<file path="config.mk">
export PLATFORM = sky130hd
export DESIGN_NAME = fifo_stream_reader
export DESIGN_NICKNAME = d
export VERILOG_FILES = /design/src/rtl/fifo_stream_reader.sv
export SDC_FILE = /design/constraint.sdc
export NUM_CORES = 1
export LEC_CHECK = 0
export ABC_AREA = 1
export CORE_UTILIZATION = 35
export DETAILED_ROUTE_END_ITERATION = 8
export PLACE_DENSITY_LB_ADDON = 0.25
export SLEW_MARGIN = 20
export SYNTH_ARGS = -nofsm -noshare
export SYNTH_HDL_FRONTEND = slang
export SYNTH_SLANG_ARGS = --single-unit
</file>
<file path="constraint.sdc">
create_clock -name clk_i -period 3.3 [get_ports clk_i]
set_clock_uncertainty 0.2 [all_clocks]
set_input_delay 0.825 -clock clk_i [delete_from_list [all_inputs] [get_ports clk_i]]
set_output_delay 0.825 -clock clk_i [all_outputs]
set_load 0.02 [all_outputs]
</file>
<file path="src/rtl/fifo_stream_reader.sv">
// Read-side master for a registered FIFO: issues credit-limited reads, absorbs read
// latency in a small skid buffer, and presents the words as a valid/ready stream.
module fifo_stream_reader #(
  parameter int DWIDTH    = 32,
  parameter int AWIDTH    = 10,
  parameter int RD_LAT    = 3,
  parameter int FLAG_LAT  = 3,
  parameter int BUF_DEPTH = 4
) (
  input  logic                         clk_i,
  input  logic                         arst_n_i,
  input  logic                         en_i,
  input  logic [AWIDTH:0]              usedw_i,
  input  logic [DWIDTH-1:0]            data_i,
  output logic                         rdreq_o,
  output logic                         valid_o,
  output logic [DWIDTH-1:0]            data_o,
  input  logic                         ready_i,
  output logic [$clog2(BUF_DEPTH):0]   buf_cnt_o,
  output logic                         ovf_err_o
);

  localparam int PW    = $clog2(BUF_DEPTH);
  localparam int CNTW  = PW + 1;
  localparam int UW    = AWIDTH + 1;
  localparam int ISS_W = (FLAG_LAT > 1) ? FLAG_LAT - 1 : 1;
  localparam int SW    = $clog2(BUF_DEPTH + RD_LAT + 1) + 1;

  logic [ISS_W-1:0]  iss_q, iss_d;
  logic [RD_LAT-1:0] ret_q, ret_d;
  logic [DWIDTH-1:0] mem_q [BUF_DEPTH];
  logic [PW-1:0]     wr_ptr_q, wr_ptr_d, rd_ptr_q, rd_ptr_d;
  logic [CNTW-1:0]   cnt_q, cnt_d;
  logic              ovf_q, ovf_d;

  logic [AWIDTH:0]   pend;
  logic [SW-1:0]     infl, used;
  logic              capture, pop, wr_en, rdreq;

  assign valid_o = (cnt_q != '0);
  assign pop     = valid_o & ready_i;
  assign capture = ret_q[RD_LAT-1];

  // NOTE: every always_comb output gets a default before any conditional logic,
  // so no path can leave a signal unassigned and infer a latch.
  always_comb begin
    pend = '0;
    if (FLAG_LAT > 1) begin
      for (int i = 0; i < ISS_W; i++) pend = pend + UW'(iss_q[i]);
    end
    infl = '0;
    for (int i = 0; i < RD_LAT; i++) infl = infl + SW'(ret_q[i]);

    // A pop at this edge frees an entry, so it is credited; this is what lets a
    // buffer of RD_LAT+1 entries sustain one read per cycle.
    used  = SW'(cnt_q) + infl - SW'(pop);
    rdreq = arst_n_i & en_i & (usedw_i > pend) & (used < SW'(BUF_DEPTH));

    iss_d    = '0;
    iss_d[0] = rdreq;
    for (int i = 1; i < ISS_W; i++) iss_d[i] = iss_q[i-1];
    ret_d    = '0;
    ret_d[0] = rdreq;
    for (int i = 1; i < RD_LAT; i++) ret_d[i] = ret_q[i-1];

    wr_en    = capture & ((cnt_q != CNTW'(BUF_DEPTH)) | pop);
    wr_ptr_d = wr_ptr_q + PW'(wr_en);
    rd_ptr_d = rd_ptr_q + PW'(pop);
    cnt_d    = cnt_q + CNTW'(wr_en) - CNTW'(pop);
    ovf_d    = ovf_q | (capture & ~wr_en);
  end

  // NOTE: state registers use non-blocking assignments so every flop samples the
  // pre-edge value of every other flop, independent of statement order.
  always_ff @(posedge clk_i or negedge arst_n_i) begin
    if (!arst_n_i) begin
      iss_q    <= '0;
      ret_q    <= '0;
      wr_ptr_q <= '0;
      rd_ptr_q <= '0;
      cnt_q    <= '0;
      ovf_q    <= 1'b0;
    end else begin
      iss_q    <= iss_d;
      ret_q    <= ret_d;
      wr_ptr_q <= wr_ptr_d;
      rd_ptr_q <= rd_ptr_d;
      cnt_q    <= cnt_d;
      ovf_q    <= ovf_d;
    end
  end

  // NOTE: the storage array has no reset; stale entries are never observable
  // because data_o is forced to zero whenever the buffer is empty.
  always_ff @(posedge clk_i) begin
    if (wr_en) mem_q[wr_ptr_q] <= data_i;
  end

  assign data_o    = valid_o ? mem_q[rd_ptr_q] : '0;
  assign rdreq_o   = rdreq;
  assign buf_cnt_o = cnt_q;
  assign ovf_err_o = ovf_q;

endmodule

</file>
==> flow_summary.ini <==
[outcome]
status = finished, violations left
failed_checks = negative setup slack

[timing]
fin_setup_tns_ns = -0.0368
finalMaxSlewViolations = 0
hold_violations = 0
rsz0062_at_grt = true
fmax_mhz = 300
holdWs_ns = 0.235
fin_ws_ns = -0.0368
fin_crit_sh = 1.01
fin_crit_ns = 3.34
setup_viol = 1
relSlewSlack = 0.697
worstMarginPinSlew_ns = 0.455

[yosys]
yosys.area.top_type = edfxtp_1
synth_nets = 525
synth_top_cell_area_share = 0.675
synthSimpleGateAreaFrac = 0.108
synth_area_leaders = edfxtp_1, nor2_1, dfrtp_1
synthXorXnorAreaFrac = 0.00923
ys_warn_count = 0
synthesis.area_per_instance_um2 = 12.2
synth_compound_area_frac = 0.0870
synth.area.mux_share = 0
synth-seq-area-share = 0.723
synthCells = 466
synth_area_mm2 = 0.00569
ys_seq_elements = 139
synth_top_family_by_area = simple AND/OR/NAND/NOR gates
synth_fa_ha_area_frac = 0.0290
synth_cell_types = 22

[cts]
clock-root-buffer = clkbuf_16
cts_tree = built
cts_buffer_depth = 2
cts_sinks = 139
cts.clk_slew.worst_paths_ns = 0.06
h-tree-depth = 4
clk_latency_ns = 0.42
cts_buffers = 17
cts_hold_buf = 0

[layout]
nets = 638
multiInputGateArea_mm2 = 0.00144
drive_above_1_share = 0.149
syn_to_final_growth_pct = 35.2
final_util = 0.485
fill_cells = 1414
seq_area_mm2 = 0.00412

[grt]
gr-total-overflow = 0
grt_pass1_wl_um = 19600
grt_antenna_before_repair = 1
grt_max_degree = 49
track_usage = 0.160
grt_pass1_vias = 3842

[floorplanning]
die_y_um = 130
die-area_mm2 = 0.0168
die_w_um = 130
start_util = 0.358
rows = 46
core-area_mm2 = 0.0159
ios = 85

[routing]
antenna_left = 0
viasPerCell = 4.65
routedWlPerCell_um = 15.3
route.detailed.drc = 0
dr_total_vias = 3763
wirelength_um = 12400
drtIter0Drc = 195
drtPass1Iterations = 4

[worst_setup_path]
required_ns = 2.27
max_stage_delay_ns = 0.39
cp-start-kind = flip-flop
cp.arrival_ns = 2.31
critPathSlowestCell = dfrtp_1
crit_fanout = 3
worstSetupEndpointType = output pin
crit_chain = nor2_2 > nand2_2 > nand2_4 > xor2_2 > fa_2 > inv_2 > ha_4 > nand3_2 > nand2_2 > xor2_2 > nor2_2 > buf_6
crit_type = flip-flop to output pin

[power]
leakage_nw = 3.02
power.switching_mw = 2.60
vdd.ir_drop.worst_v = 0.000435
intPower_mw = 4.57
p_per_area_mw_per_mm2 = 931
p_seq_frac = 0.309
power_frac_comb = 0.437
pwr-share-clk = 0.254
switching_share = 0.362
finalPower_mw = 7.16

[worst_hold_path]
hold_path.class = flip-flop to flip-flop

[job]
max_cap_violations = 0

[placement]
dpl.hpwl_um = 7480
portBuffers = 84
post-place-ws_ns = -1.04
gp_congestion = 0.735
==> worst max-delay path: cells and delay by family, from the launching register on <==
| family | cells | cell delay (ns) |
|---|---|---|
| buffers and inverters | 2 | 0.20 |
| AND/OR/NAND/NOR | 6 | 0.57 |
| XOR/XNOR | 2 | 0.21 |
| flip-flops | 1 | 0.39 |
| adder cells (fa/ha/maj) | 2 | 0.53 |
==> power by group through the flow <==
stage / combinational, mW / sequential [mW] / clock [mW]
2_1_floorplan: 1.77 / 2.25 / 0
3_3_place_gp: 3.03 / 2.24 / 0
3_5_place_dp: 3.08 / 2.25 / 0
4_1_cts: 3.15 / 2.22 / 1.85
5_1_grt: 3.43 / 2.24 / 1.91
6_report: 3.13 / 2.22 / 1.82
==> final cells by class <==
type,count,share of cell area
repair buffers,118,0.154
diodes,1,0.000325
multi-input cells,277,0.187
clock buffers,17,0.0552
inverters,26,0.0135
clock inverters,15,0.0193
well taps,216,0.0351
flip-flops and latches,139,0.535
==> layout by cell type, fill, tap and decap left out, types with 2 or more instances in the layout <==
master / Yosys / final
a21oi_1: 32 / 32
buf_12: 0 / 3
buf_4: 3 / 30
buf_6: 4 / 2
bufinv_16: 0 / 2
clkbuf_16: 0 / 17
clkdlybuf4s50_1: 0 / 50
clkinv_1: 0 / 2
clkinv_2: 0 / 3
clkinv_4: 0 / 3
clkinvlp_4: 0 / 4
dfrtp_1: 11 / 10
dlygate4sd2_1: 0 / 7
dlymetal6s2s_1: 0 / 25
edfxtp_1: 128 / 128
ha_1: 10 / 6
ha_4: 0 / 4
inv_1: 25 / 23
inv_6: 0 / 2
nand2_1: 13 / 10
nand2_2: 0 / 2
nor2_1: 140 / 138
nor2_2: 0 / 2
nor3_2: 0 / 4
o21ai_0: 29 / 29
o21ai_1: 35 / 35
o21bai_1: 2 / 2
xor2_1: 5 / 3
xor2_2: 0 / 2
==> synth_stat cells <==
cell and instances:
xnor2_1 1, ha_1 10, o21ai_0 29, inv_1 25, inv_2 1, buf_2 11
clkbuf_2 3, nor2_1 140, clkbuf_1 3, o21bai_1 2, xor2_1 5, nor3_1 5
fa_1 2, or2_2 1, edfxtp_1 128, nand2_1 13, buf_4 3, dfrtp_1 11
buf_6 4, a21oi_1 32, nand3_1 2, o21ai_1 35
==> registers in the layout, indices dropped and copies added (netlist names) <==
register / cells
mem_q: 128
buf_cnt_o: 3
ret_q: 3
rd_ptr_q: 2
wr_ptr_q: 2
ovf_err_o: 1
==> per-layer routing <==
metal / global-route usage / up-vias / wire length (um)
met5: 0 / - / 0
met2: 0.274 / 95 / 6230
met4: 0.0636 / 0 / 245
met3: 0.0446 / 26 / 688
met1: 0.191 / 1807 / 5240
li1: - / 1835 / -
==> logic make-up after synthesis <==
kind of cell,count (synthesis)
AOI/OAI and AO/OA,98
xor gates and xnor gates,6
adders and majority gates,12
buffers and inverters,50
DFF,139
and+or+nand+nor,161
==> per-stage QoR <==
stage / cells / cell area (um^2)
2_1_floorplan: 466 / 5700
3_3_place_gp: 770 / 6930
4_1_cts: 805 / 7580
3_5_place_dp: 770 / 6930
6_report: 809 / 7700
5_1_grt: 808 / 7700
==> what timing repair did <==
action	in CTS	in global routing
pin swaps	10	8
hold endpoints to repair	0	0
setup endpoints to repair	14	26
resized for setup	31	29
setup buffers	3	3
gates cloned	0	0
==> worst paths after layout <==
kind | start | to | slack, ns | cells after the start
setup / recovery | buf_cnt_o[0]$_DFF_PN0_ | rdreq_o | -0.04 | 12
min in group asynchronous | arst_n_i | ret_q[0]$_DFF_PN0_ | 0.55 | 2
hold reg to reg | ret_q[1]$_DFF_PN0_ | ret_q[2]$_DFF_PN0_ | 0.23 | 0
max in group asynchronous | arst_n_i | rd_ptr_q[0]$_DFF_PN0_ | 2.17 | 2
setup reg to reg | buf_cnt_o[0]$_DFF_PN0_ | buf_cnt_o[2]$_DFF_PN0_ | 1.02 | 11
hold / removal | ret_q[1]$_DFF_PN0_ | ret_q[2]$_DFF_PN0_ | 0.23 | 0
(Power assumes the default switching activity.)
